## src/rtl/ooo_pkg.sv

```systemverilog
// ooo_pkg: types and constants shared by the out-of-order back end.
//
// Contents:
//   XLEN / ROB_TAG_W / PREG_W  - storage widths of the issue bundle and
//                                 reservation-station entry types
//   ALU_JAL / ALU_JALR          - branch-unit op encodings beyond {0,funct3}
//   bru_issue_t                 - bundle handed to the branch execution unit
//   rs_entry_t                  - one branch reservation-station slot
package ooo_pkg;

  localparam int XLEN      = 32;
  localparam int ROB_TAG_W = 4;
  localparam int PREG_W    = 7;

  localparam logic [3:0] ALU_JAL  = 4'b1000;
  localparam logic [3:0] ALU_JALR = 4'b1001;

  typedef struct packed {
    logic [3:0]           alu_op;
    logic [XLEN-1:0]      op1;
    logic [XLEN-1:0]      op2;
    logic [XLEN-1:0]      pc;
    logic [XLEN-1:0]      imm;
    logic [ROB_TAG_W-1:0] rob_tag;
    logic [PREG_W-1:0]    prd;
  } bru_issue_t;

  typedef struct packed {
    logic              valid;
    logic              rdy1;
    logic              rdy2;
    logic [PREG_W-1:0] prs1;
    logic [PREG_W-1:0] prs2;
    bru_issue_t        bru;
  } rs_entry_t;

endpackage

```

## src/rtl/rob_age_select.sv

```systemverilog
// rob_age_select: combinational oldest-request picker.
//
// Age of a request is (tag - head) modulo 2^TAG_W, so the entry closest
// to the ROB head wins even across tag wrap-around. Tags are unique among
// requesters, so no tie-break is needed.
//
// Ports:
//   i_req    in  N        request vector
//   i_tags   in  N x TAG_W ROB tag per requester
//   i_head   in  TAG_W    ROB head tag
//   o_grant  out N        one-hot grant of the oldest requester
//   o_any    out 1        at least one request present
module rob_age_select #(
  parameter int N     = 4,
  parameter int TAG_W = 4
) (
  input  logic [N-1:0]            i_req,
  input  logic [N-1:0][TAG_W-1:0] i_tags,
  input  logic [TAG_W-1:0]        i_head,
  output logic [N-1:0]            o_grant,
  output logic                    o_any
);

  logic [TAG_W-1:0] age;
  logic [TAG_W-1:0] best_age;

  always_comb begin
    // NOTE: every variable gets a default before any conditional write, so
    // no path leaves a value unassigned and no latch is inferred.
    o_grant  = '0;
    o_any    = 1'b0;
    age      = '0;
    best_age = '0;
    for (int i = 0; i < N; i++) begin
      age = i_tags[i] - i_head;
      if (i_req[i] && (!o_any || age < best_age)) begin
        o_grant    = '0;
        o_grant[i] = 1'b1;
        o_any      = 1'b1;
        best_age   = age;
      end
    end
  end

endmodule

```

## src/rtl/branch_issue_queue.sv

```systemverilog
// branch_issue_queue: reservation station and scheduler for the single
// branch execution unit.
//
// Holds up to RS_DEPTH dispatched branch/JAL/JALR ops, captures source
// operands from the CDB (including same-cycle forwarding at dispatch),
// picks the oldest fully-ready entry relative to the ROB head and loads it
// into a registered issue bundle. A flush squashes every entry younger
// than the mispredicting branch.
//
// Ports:
//   clk, rst_n                 clock, synchronous active-low reset
//   i_disp_*, o_disp_ready     dispatch request and free-slot indication
//   i_cdb_valid/prd/data       result broadcast for operand wakeup
//   i_rob_head                 tag of the oldest in-flight instruction
//   i_flush, i_flush_rob_tag   mispredict recovery
//   o_issue_*                  registered bundle to the branch unit
//   o_perf_issued/squashed     saturating event counters, present only
//                              when BRANCH_IQ_PERF_EN is defined
//
// Entry storage uses the ooo_pkg types, so DATA_WIDTH / ROB_WIDTH /
// PREG_WIDTH must equal XLEN / ROB_TAG_W / PREG_W of that package.
module branch_issue_queue
  import ooo_pkg::*;
#(
  parameter int DATA_WIDTH = 32,
  parameter int ROB_WIDTH  = 4,
  parameter int PREG_WIDTH = 7,
  parameter int RS_DEPTH   = 4
) (
  input  logic                  clk,
  input  logic                  rst_n,
  input  logic                  i_disp_valid,
  output logic                  o_disp_ready,
  input  logic [3:0]            i_disp_alu_op,
  input  logic [DATA_WIDTH-1:0] i_disp_pc,
  input  logic [DATA_WIDTH-1:0] i_disp_imm,
  input  logic [ROB_WIDTH-1:0]  i_disp_rob_tag,
  input  logic [PREG_WIDTH-1:0] i_disp_prd,
  input  logic [PREG_WIDTH-1:0] i_disp_prs1,
  input  logic [PREG_WIDTH-1:0] i_disp_prs2,
  input  logic                  i_disp_rdy1,
  input  logic                  i_disp_rdy2,
  input  logic [DATA_WIDTH-1:0] i_disp_op1,
  input  logic [DATA_WIDTH-1:0] i_disp_op2,
  input  logic                  i_cdb_valid,
  input  logic [PREG_WIDTH-1:0] i_cdb_prd,
  input  logic [DATA_WIDTH-1:0] i_cdb_data,
  input  logic [ROB_WIDTH-1:0]  i_rob_head,
  input  logic                  i_flush,
  input  logic [ROB_WIDTH-1:0]  i_flush_rob_tag,
  output logic                  o_issue_valid,
  output logic [DATA_WIDTH-1:0] o_issue_op1,
  output logic [DATA_WIDTH-1:0] o_issue_op2,
  output logic [DATA_WIDTH-1:0] o_issue_pc,
  output logic [DATA_WIDTH-1:0] o_issue_imm,
  output logic [3:0]            o_issue_alu_op,
  output logic [ROB_WIDTH-1:0]  o_issue_rob_tag,
  output logic [PREG_WIDTH-1:0] o_issue_prd
`ifdef BRANCH_IQ_PERF_EN
  ,
  output logic [31:0]           o_perf_issued,
  output logic [31:0]           o_perf_squashed
`endif
);

  localparam int IDX_W = $clog2(RS_DEPTH);
  localparam int CNT_W = $clog2(RS_DEPTH + 1);

  rs_entry_t  entries_q [RS_DEPTH];
  rs_entry_t  entries_d [RS_DEPTH];
  bru_issue_t issue_q, issue_d;
  logic       issue_valid_q, issue_valid_d;

  logic [RS_DEPTH-1:0]                free_vec;
  logic [RS_DEPTH-1:0]                req_vec;
  logic [RS_DEPTH-1:0]                squash_vec;
  logic [RS_DEPTH-1:0]                grant_vec;
  logic                               grant_any;
  logic [RS_DEPTH-1:0][ROB_WIDTH-1:0] tag_vec;
  logic [ROB_WIDTH-1:0]               flush_age;
  logic [ROB_WIDTH-1:0]               entry_age;
  logic [IDX_W-1:0]                   alloc_idx;
  logic                               disp_fire;
  logic                               cdb_hit1, cdb_hit2;
  rs_entry_t                          disp_entry;

  // Per-entry status. Squashed entries are removed from selection so a
  // flush cycle can only issue a surviving op.
  always_comb begin
    free_vec   = '0;
    req_vec    = '0;
    squash_vec = '0;
    tag_vec    = '0;
    entry_age  = '0;
    flush_age  = i_flush_rob_tag - i_rob_head;
    for (int i = 0; i < RS_DEPTH; i++) begin
      free_vec[i]   = ~entries_q[i].valid;
      tag_vec[i]    = entries_q[i].bru.rob_tag;
      entry_age     = entries_q[i].bru.rob_tag - i_rob_head;
      squash_vec[i] = i_flush && entries_q[i].valid && (entry_age > flush_age);
      req_vec[i]    = entries_q[i].valid && entries_q[i].rdy1 &&
                      entries_q[i].rdy2 && !squash_vec[i];
    end
  end

  rob_age_select #(
    .N     (RS_DEPTH),
    .TAG_W (ROB_WIDTH)
  ) u_select (
    .i_req   (req_vec),
    .i_tags  (tag_vec),
    .i_head  (i_rob_head),
    .o_grant (grant_vec),
    .o_any   (grant_any)
  );

  // Readiness reflects registered occupancy only; a slot freed by this
  // cycle's issue becomes visible next cycle.
  assign o_disp_ready = |free_vec;
  assign disp_fire    = i_disp_valid && o_disp_ready && !i_flush;

  // Lowest-index free slot: scan downward so the last hit is the lowest.
  always_comb begin
    alloc_idx = '0;
    for (int i = RS_DEPTH - 1; i >= 0; i--) begin
      if (free_vec[i]) alloc_idx = IDX_W'(i);
    end
  end

  // Dispatching entry. A zero source register is the constant-zero
  // register and is ready on arrival; a CDB broadcast in the dispatch
  // cycle is forwarded so the tag is not missed.
  assign cdb_hit1 = i_cdb_valid && (i_cdb_prd != '0) &&
                    (i_cdb_prd == i_disp_prs1) && !i_disp_rdy1;
  assign cdb_hit2 = i_cdb_valid && (i_cdb_prd != '0) &&
                    (i_cdb_prd == i_disp_prs2) && !i_disp_rdy2;

  always_comb begin
    disp_entry             = '0;
    disp_entry.valid       = 1'b1;
    disp_entry.prs1        = i_disp_prs1;
    disp_entry.prs2        = i_disp_prs2;
    disp_entry.rdy1        = i_disp_rdy1 || (i_disp_prs1 == '0) || cdb_hit1;
    disp_entry.rdy2        = i_disp_rdy2 || (i_disp_prs2 == '0) || cdb_hit2;
    disp_entry.bru.alu_op  = i_disp_alu_op;
    disp_entry.bru.pc      = i_disp_pc;
    disp_entry.bru.imm     = i_disp_imm;
    disp_entry.bru.rob_tag = i_disp_rob_tag;
    disp_entry.bru.prd     = i_disp_prd;
    disp_entry.bru.op1     = i_disp_rdy1 ? i_disp_op1 :
                             (cdb_hit1 ? i_cdb_data : '0);
    disp_entry.bru.op2     = i_disp_rdy2 ? i_disp_op2 :
                             (cdb_hit2 ? i_cdb_data : '0);
  end

  // Next entry state: wakeup, then free on issue or squash, then write the
  // dispatch slot (always a free slot, so it never collides with the rest).
  always_comb begin
    for (int i = 0; i < RS_DEPTH; i++) begin
      entries_d[i] = entries_q[i];
      if (entries_q[i].valid && i_cdb_valid && (i_cdb_prd != '0)) begin
        if (!entries_q[i].rdy1 && (entries_q[i].prs1 == i_cdb_prd)) begin
          entries_d[i].rdy1    = 1'b1;
          entries_d[i].bru.op1 = i_cdb_data;
        end
        if (!entries_q[i].rdy2 && (entries_q[i].prs2 == i_cdb_prd)) begin
          entries_d[i].rdy2    = 1'b1;
          entries_d[i].bru.op2 = i_cdb_data;
        end
      end
      if (grant_vec[i] || squash_vec[i]) entries_d[i].valid = 1'b0;
    end
    if (disp_fire) entries_d[alloc_idx] = disp_entry;
  end

  // Issue register: data holds when nothing is selected.
  always_comb begin
    issue_d       = issue_q;
    issue_valid_d = grant_any;
    for (int i = 0; i < RS_DEPTH; i++) begin
      if (grant_vec[i]) issue_d = entries_q[i].bru;
    end
  end

  always_ff @(posedge clk) begin
    if (!rst_n) begin
      // NOTE: only the valid bits are reset; payload fields are never read
      // while their valid bit is clear, so they need no reset value.
      for (int i = 0; i < RS_DEPTH; i++) entries_q[i].valid <= 1'b0;
      issue_q       <= '0;
      issue_valid_q <= 1'b0;
    end else begin
      // NOTE: non-blocking assignments for all state so every flop samples
      // the pre-edge values regardless of statement order.
      entries_q     <= entries_d;
      issue_q       <= issue_d;
      issue_valid_q <= issue_valid_d;
    end
  end

  assign o_issue_valid   = issue_valid_q;
  assign o_issue_op1     = issue_q.op1;
  assign o_issue_op2     = issue_q.op2;
  assign o_issue_pc      = issue_q.pc;
  assign o_issue_imm     = issue_q.imm;
  assign o_issue_alu_op  = issue_q.alu_op;
  assign o_issue_rob_tag = issue_q.rob_tag;
  assign o_issue_prd     = issue_q.prd;

`ifdef BRANCH_IQ_PERF_EN
  logic [31:0]      perf_issued_q, perf_issued_d;
  logic [31:0]      perf_squashed_q, perf_squashed_d;
  logic [CNT_W-1:0] squash_cnt;
  logic [32:0]      squash_sum;

  always_comb begin
    squash_cnt = '0;
    for (int i = 0; i < RS_DEPTH; i++) begin
      squash_cnt = squash_cnt + CNT_W'(squash_vec[i]);
    end
    squash_sum      = {1'b0, perf_squashed_q} + 33'(squash_cnt);
    perf_squashed_d = squash_sum[32] ? '1 : squash_sum[31:0];
    perf_issued_d   = (grant_any && (perf_issued_q != '1)) ?
                      perf_issued_q + 32'd1 : perf_issued_q;
  end

  always_ff @(posedge clk) begin
    if (!rst_n) begin
      perf_issued_q   <= '0;
      perf_squashed_q <= '0;
    end else begin
      perf_issued_q   <= perf_issued_d;
      perf_squashed_q <= perf_squashed_d;
    end
  end

  assign o_perf_issued   = perf_issued_q;
  assign o_perf_squashed = perf_squashed_q;
`endif

endmodule

```

## config.mk

```make
export PLATFORM = sky130hd
export DESIGN_NAME = branch_issue_queue
export DESIGN_NICKNAME = d
export VERILOG_FILES = /design/src/rtl/ooo_pkg.sv /design/src/rtl/rob_age_select.sv /design/src/rtl/branch_issue_queue.sv
export SDC_FILE = /design/constraint.sdc
export NUM_CORES = 2
export LEC_CHECK = 0
export CAP_MARGIN = 20
export CORE_ASPECT_RATIO = 0.5
export CORE_MARGIN = 2
export CORE_UTILIZATION = 55
export CTS_CLUSTER_SIZE = 30
export DETAILED_ROUTE_END_ITERATION = 8
export PLACE_DENSITY = 0.77
export SKIP_CTS_REPAIR_TIMING = 1
export SKIP_LAST_GASP = 1
export SLEW_MARGIN = 20
export SYNTH_ARGS = -nofsm -noshare
export SYNTH_HDL_FRONTEND = slang
export SYNTH_HIERARCHICAL = 1
export SYNTH_SLANG_ARGS = --single-unit
```

## constraint.sdc

```tcl
create_clock -name clk -period 18.3 [get_ports clk]
set_input_delay 3.66 -clock clk [delete_from_list [all_inputs] [get_ports clk]]
set_output_delay 3.66 -clock clk [all_outputs]
set_load 0.02 [all_outputs]
```

== Yosys cells after proc, flatten, opt, wreduce, memory -nomap -nowiden ==
Index checks and enable logic that the tools add are counted.
Widths: inputs -> output; s select.

* Input bits: 211
* Register bits after elaboration: 784
* Word-level logic and storage cells: 222

* Equal/unequal tests: 10
* Bitwise logic cells: 5
* Add/subtract/negate cells: 5
* Magnitude comparators: 9
* Mux-type cells: 55
* Reductions and logical operators: 82

{| class="wikitable"
|+ Operators by type and width
! operator !! number
|-
| $bwmux 640 || 1
|-
| $mux 640 || 1
|-
| $mux 143 || 4
|-
| $mux 32 || 12
|-
| $demux 160 s2 || 1
|-
| $mux 64 || 4
|-
| $mux 160 || 1
|-
| $eq 7x7->1 || 10
|-
| $logic_and 1x1->1 || 47
|-
| $mux 4 || 6
|-
| $sub 4x4->4 || 5
|-
| $logic_not 1->1 || 18
|-
| $mux 1 || 17
|-
| $gt 4x4->1 || 4
|-
| $mux 2 || 8
|-
| $logic_not 7->1 || 2
|-
| $lt 4x4->1 || 3
|-
| $logic_or 1x1->1 || 11
|-
| $reduce_bool 7->1 || 1
|-
| $not 1->1 || 4
|-
| $reduce_bool 4->1 || 1
|-
| $reduce_or 4->1 || 1
|-
| $ge 3x3->1 const B || 1
|-
| $lt 3x1->1 const B || 1
|-
| 2 further kinds || 2
|}

== Longest topological paths before layout ==
* Word-level depth: 22
* Depth in mapped cells: 41
* Gate-level depth less buffers: 35

== Modules after synthesis ==
The synthesis kept the hierarchy.

{| class="wikitable"
|+ Modules (own cells, without submodules)
! module !! seq. area each (µm²) !! cells each !! area each (µm²) !! instances
|-
| branch_issue_queue || 22061.2 || 3047 || 36142.2 || 1
|-
| rob_age_select || 0.0 || 116 || 923.4 || 1
|}

== Worst setup path after synthesis ==
OpenSTA, ideal clock, no wires.

* Path type: input to register
* From: input port i_flush_rob_tag[0]
* To: register issue_q (netlist bit o_issue_alu_op[0])
* Data required time: 18214 ps
* Path slack: 7355 ps
* Stages on the path: 37
* Setup time: 86 ps
* Path buffers: 6
* Arrival time: 10860 ps
* Cell sequence: clkbuf_1 > inv_1 > ha_1 > inv_1 > fa_1 > inv_1 > ha_1 > a21oi_1 > maj3_1 > o21bai_1 > a31oi_1 > buf_6 > inv_2 > nor2_1 > inv_1 > ha_1 > a21oi_1 > o221ai_1 > mux2_2 > inv_1 > ha_1 > a2111oi_1 > nand2_1 > o21a_2 > mux2_4 > ha_1 > a211oi_1 > nand3_2 > o31a_1 > o31ai_2 > nor3_1 > buf_2 > or4_1 > clkbuf_1 > clkbuf_1 > clkbuf_1 > a211oi_1

* Elaborated cells on any way between the ends: 43
* Classes of those cells: add/sub (1); order compare (7); mux (13); reduce/logical (22)

{| class="wikitable"
|+ RTL lines
! element !! line !! text
|-
| start: declaration || branch_issue_queue.sv:50 || <nowiki>input logic [ROB_WIDTH-1:0] i_flush_rob_tag,</nowiki>
|-
| $sub 4x4->4 (*) || branch_issue_queue.sv:95 || <nowiki>flush_age = i_flush_rob_tag - i_rob_head;</nowiki>
|-
| $gt 4x4->1 (*) || branch_issue_queue.sv:100 || <nowiki>squash_vec[i] = i_flush && entries_q[i].valid && (entry_age > flush_age);</nowiki>
|-
| $logic_and 1x1->1 (*) || branch_issue_queue.sv:100 ||
|-
| $logic_not 1->1 (*) || branch_issue_queue.sv:102 || <nowiki>entries_q[i].rdy2 && !squash_vec[i];</nowiki>
|-
| $logic_and 1x1->1 (*) || branch_issue_queue.sv:102 ||
|-
| named net req_vec[0] || branch_issue_queue.sv:75 || <nowiki>logic [RS_DEPTH-1:0] req_vec;</nowiki>
|-
| $mux 4 or $mux 1 (tied branches) || rob_age_select.sv:36 || <nowiki>if (i_req[i] && (!o_any || age < best_age)) begin</nowiki>
|-
| $lt 4x4->1 or $logic_not 1->1 (tied branches) || rob_age_select.sv:36 ||
|-
| [5 not listed] || - ||
|-
| $logic_and 1x1->1 || rob_age_select.sv:36 ||
|-
| $mux 4 or $mux 1 (tied branches) || rob_age_select.sv:36 ||
|-
| $lt 4x4->1 or $logic_not 1->1 (tied branches) || rob_age_select.sv:36 ||
|-
| $logic_or 1x1->1 || rob_age_select.sv:36 ||
|-
| $logic_and 1x1->1 || rob_age_select.sv:36 ||
|-
| $mux 4 (*) || rob_age_select.sv:36 ||
|-
| named net grant_vec[3] || branch_issue_queue.sv:77 || <nowiki>logic [RS_DEPTH-1:0] grant_vec;</nowiki>
|-
| $reduce_bool 4->1 (no line) or $mux 143 (tied branches) || - ||
|-
| end signal: assignment || branch_issue_queue.sv:196 || <nowiki>issue_q <= issue_d;</nowiki>
|-
| end: declaration || branch_issue_queue.sv:71 || <nowiki>bru_issue_t issue_q, issue_d;</nowiki>
|}

The timed path passes the listed nets; every way through them passes the cells marked *.
A chain may end at the register's enable or synchronous reset.

== Worst setup path in the final report ==
* From: input port i_rob_head[0]
* To: register issue_q (netlist bit o_issue_pc[0])

* Elaborated cells on any way between the ends: 47
* Classes of those cells: add/sub (5); order compare (7); mux (13); reduce/logical (22)

{| class="wikitable"
|+ RTL lines
! element !! line !! text
|-
| start: declaration || branch_issue_queue.sv:48 || <nowiki>input logic [ROB_WIDTH-1:0] i_rob_head,</nowiki>
|-
| $sub 4x4->4, on equally long branches || branch_issue_queue.sv:99, branch_issue_queue.sv:95 ||
|-
| $gt 4x4->1 (*) || branch_issue_queue.sv:100 ||
|-
| $logic_and 1x1->1 (*) || branch_issue_queue.sv:100 ||
|-
| $logic_not 1->1 (*) || branch_issue_queue.sv:102 ||
|-
| $logic_and 1x1->1 (*) || branch_issue_queue.sv:102 ||
|-
| named net req_vec[0] || branch_issue_queue.sv:75 ||
|-
| $mux 4 or $mux 1 (tied branches) || rob_age_select.sv:36 ||
|-
| $lt 4x4->1 or $logic_not 1->1 (tied branches) || rob_age_select.sv:36 ||
|-
| [5 not listed] || - ||
|-
| $logic_and 1x1->1 || rob_age_select.sv:36 ||
|-
| $mux 4 or $mux 1 (tied branches) || rob_age_select.sv:36 ||
|-
| $lt 4x4->1 or $logic_not 1->1 (tied branches) || rob_age_select.sv:36 ||
|-
| $logic_or 1x1->1 || rob_age_select.sv:36 ||
|-
| $logic_and 1x1->1 || rob_age_select.sv:36 ||
|-
| $mux 4 (*) || rob_age_select.sv:36 ||
|-
| named net grant_vec[3] || branch_issue_queue.sv:77 ||
|-
| $reduce_bool 4->1 (no line) or $mux 143 (tied branches) || - ||
|}

Marked as above.

==> results by group <==
Hold path
  • Hold crit path type: flip-flop to flip-flop

Pwr
  • PwrDens: ~94 nW/um2
  • Sequential share of power: 0.509
  • Switching share of total power: 0.2400
  • Leakage power: 15.39 nW
  • Internal: ~3.1 mW
  • Logic pwr share: 0.118
  • P_sw: about 1 mW
  • Worst vdd ir: between 0.05 and 0.06 mV
  • Clk pwr share: 0.373

STA
  • Fin Clk Skew: about 0.027 ns
  • Final Hold Vio Count: 0
  • Minimum clock period: roughly 13 ns
  • Unrepaired setup endpoints after global routing: no
  • Hold WS: ~0.5 ns
  • Max Fclk: roughly 74 MHz
  • Tcrit/Tclk final: 0.7376
  • Fin Setup TNS: 0 ns
  • Max_slew headroom: 0.2391
  • Slew Limit Fails: 0
  • Worst-margin pin slew: about 1.1 ns
  • Endpoints failing setup: 0

Synth
  • Number of library cell types mapped by synthesis: 76
  • Sequential-to-total area share from yosys stat: 0.5952
  • Synthesis warning total: 6
  • Top cells by area, synth: edfxtp_1, dfxtp_1, mux2i_1
  • Synthesized area per cell: about 12 um2
  • Seq cells post-synth: 784
  • Number of flops mapped to enable cells by yosys: approximately 640
  • Gate Count Post-Synth: 3,163
  • Ys async rst share: 0
  • Post-synth design cell area: about 37,000 um2
  • Area share of the largest cell type after synthesis: 0.5153
  • Cell accounting for the most synthesized area: edfxtp_1
  • Primary FF master, synth: edfxtp_1
  • Synth Net Count: 3,427

Final layout
  • Leading cell types in the layout, fill and taps excluded: edfxtp_1, clkdlybuf4s50_1, nor2_1, nand2_1, mux2i_1
  • Area Overhead vs Synth: 17.30%
  • Reg area: approximately 22,000 um2
  • Layout fillers: approximately 5,000
  • Area of the multi-input gates: around 14,000 um2
  • Nets: 3,624
  • Share of cells above drive strength 1: 0.05734
  • Most common cell after layout, fill and taps aside: edfxtp_1

GRT
  • GRT overflow: 0
  • Vias in the first global route: around 26,000
  • Global-route wire length before repair: about 150,000 um
  • Gr usage total: 0.2722
  • Largest net degree at the start of global routing: roughly 100
  • Initial antenna violation count: 9

Clocking
  • Sink Count: approximately 780
  • Root Buffer: clkbuf_16
  • H-tree levels: 3
  • Clock latency on the worst-skew pair: about 0.61 ns
  • Cts bufs inserted: 71
  • Maximum root-to-sink buffer count: 3
  • CTS clk-pin slew, worst paths: around 0.06 ns
  • CTS tree: built

Critical path
  • Critical path class: input port to flip-flop
  • CP Max Fanout: 84
  • Crit path DAT: approximately 14 ns
  • Setup crit end kind: flip-flop
  • CP max stage cell: nor2_4
  • Cell mode on critical path: ha_1
  • CP startpoint kind: input port
  • Crit path required time: between 15 and 20 ns
  • Crit-path max cell delay: around 0.81 ns

Routing
  • Routed vias: 26,143
  • Starting DRT DRC Count: about 2,600
  • ANT nets after route: 0
  • Routed len/inst: approximately 22 um
  • Vias per Instance: between 6 and 7
  • Number of remaining DRC errors: 0
  • DR pass1 iterations: 5
  • Final wirelength: between 90,000 and 100,000 um

Die
  • Die Area: 69,610 um2
  • Die Y: between 150 and 200 um
  • Core ar.: 66,810 um2
  • Initial core utilization: 0.5548
  • Std-Cell Rows: 67
  • Horiz. Die Dim: 371.1 um
  • Ports: between 300 and 400

Placement
  • Port Buffers: about 360
  • DP HPWL: ~57,000 um
  • GPL Wtd Cong: ~0.84

Outcome
  • Outcome: finished clean

Run
  • Max Cap Viol: 0
-- power by group through the flow --
stage	combinational, mW	clock (mW)	sequential, mW
finish	0.481	1.52	2.07
global route	0.525	1.61	2.08
CTS	0.480	1.54	2.07
detailed placement	0.478	0	2.11
global placement	0.464	0	2.11
floorplan	0.250	0	2.13
-- synthesized netlist by cell type (4+ instances only) --
library cell  count
inv_1            39
nor2_1          352
buf_2            50
xor2_1           49
nand2_1         288
fa_1              9
o2bb2ai_1       125
nor3_1           13
a21o_1           76
a21oi_1         145
ha_1             44
o21a_1            5
dfxtp_1         148
mux2i_1         287
nor4_2            7
buf_6             4
and2_1            5
edfxtp_1        636
o21ai_0         217
nand4_1           9
xnor2_1          57
clkbuf_1        156
a31o_2            5
buf_4            11
buf_1            48
nand3_1          18
a211oi_1        209
nand4b_1          4
nor4_1            5
a31oi_1           8
a22o_1           64
nand2b_1          4
-- worst max-delay path: cells and delay by family --
family | cells | cell delay (ns)
buf+inv | 7 | 2.49
fa+ha+maj | 5 | 1.50
xor+xnor | 2 | 0.82
compound gates | 11 | 3.10
simple gates | 6 | 1.48
mux | 3 | 0.83
-- cells by family (layout without fill, tap and decap cells) --
logic type / after synthesis / count (layout) / share of synthesized area
flip-flops: 784 / 784 / 0.5952
XOR/XNOR: 106 / 106 / 0.02505
other: 0 / 8 / 0
multiplexers: 291 / 291 / 0.07892
adder cells (fa/ha/maj): 54 / 54 / 0.01998
buffers and inverters: 311 / 566 / 0.03511
AND/OR/NAND/NOR: 729 / 729 / 0.08213
AO/OA/AOI/OAI: 888 / 888 / 0.1636
-- area by class of cell --
cell class              count  area share
clock inverters            27    0.006331
inverters                  42    0.003914
well taps                 897     0.02581
repair buffers            393     0.08939
multi-input cells        2068      0.3189
flip-flops and latches    784      0.5074
diodes                      8   0.0004605
clock buffers             104     0.04774
-- final timing paths --
kind	from	endpoint	slack (ns)	cells past startpoint
max	i_rob_head[0]	o_issue_pc[0]	4.80	34
min	o_issue_op1[16]	o_issue_op1[16]	0.50	2
max reg2reg	flip-flop	o_issue_pc[0]	8.21	35
min reg2reg	o_issue_op1[16]	o_issue_op1[16]	0.50	2
-- layer usage --
metal,up-vias,share of wire,track usage
li1,12186,-,-
met1,12824,0.41,0.3557
met2,944,0.50,0.4605
met3,189,0.061,0.04033
met4,0,0.034,0.1039
met5,-,0,0
-- stage by stage --
stage | worst slack, ns | cell area (um2) | util | cells | power [mW]
after floorplan | 7.355 | 37070 | - | 3163 | 2.384
after global placement | 4.708 | 41050 | 0.6144 | 4182 | 2.571
after detailed placement | 4.359 | 41050 | 0.6144 | 4182 | 2.589
after CTS | 4.961 | 43400 | 0.6496 | 4313 | 4.095
after global routing | 3.997 | 43480 | 0.6507 | 4323 | 4.220
final | 4.803 | 43480 | 0.6507 | 4323 | 4.077
No activity file was read; power rests on OpenSTA's default activity.
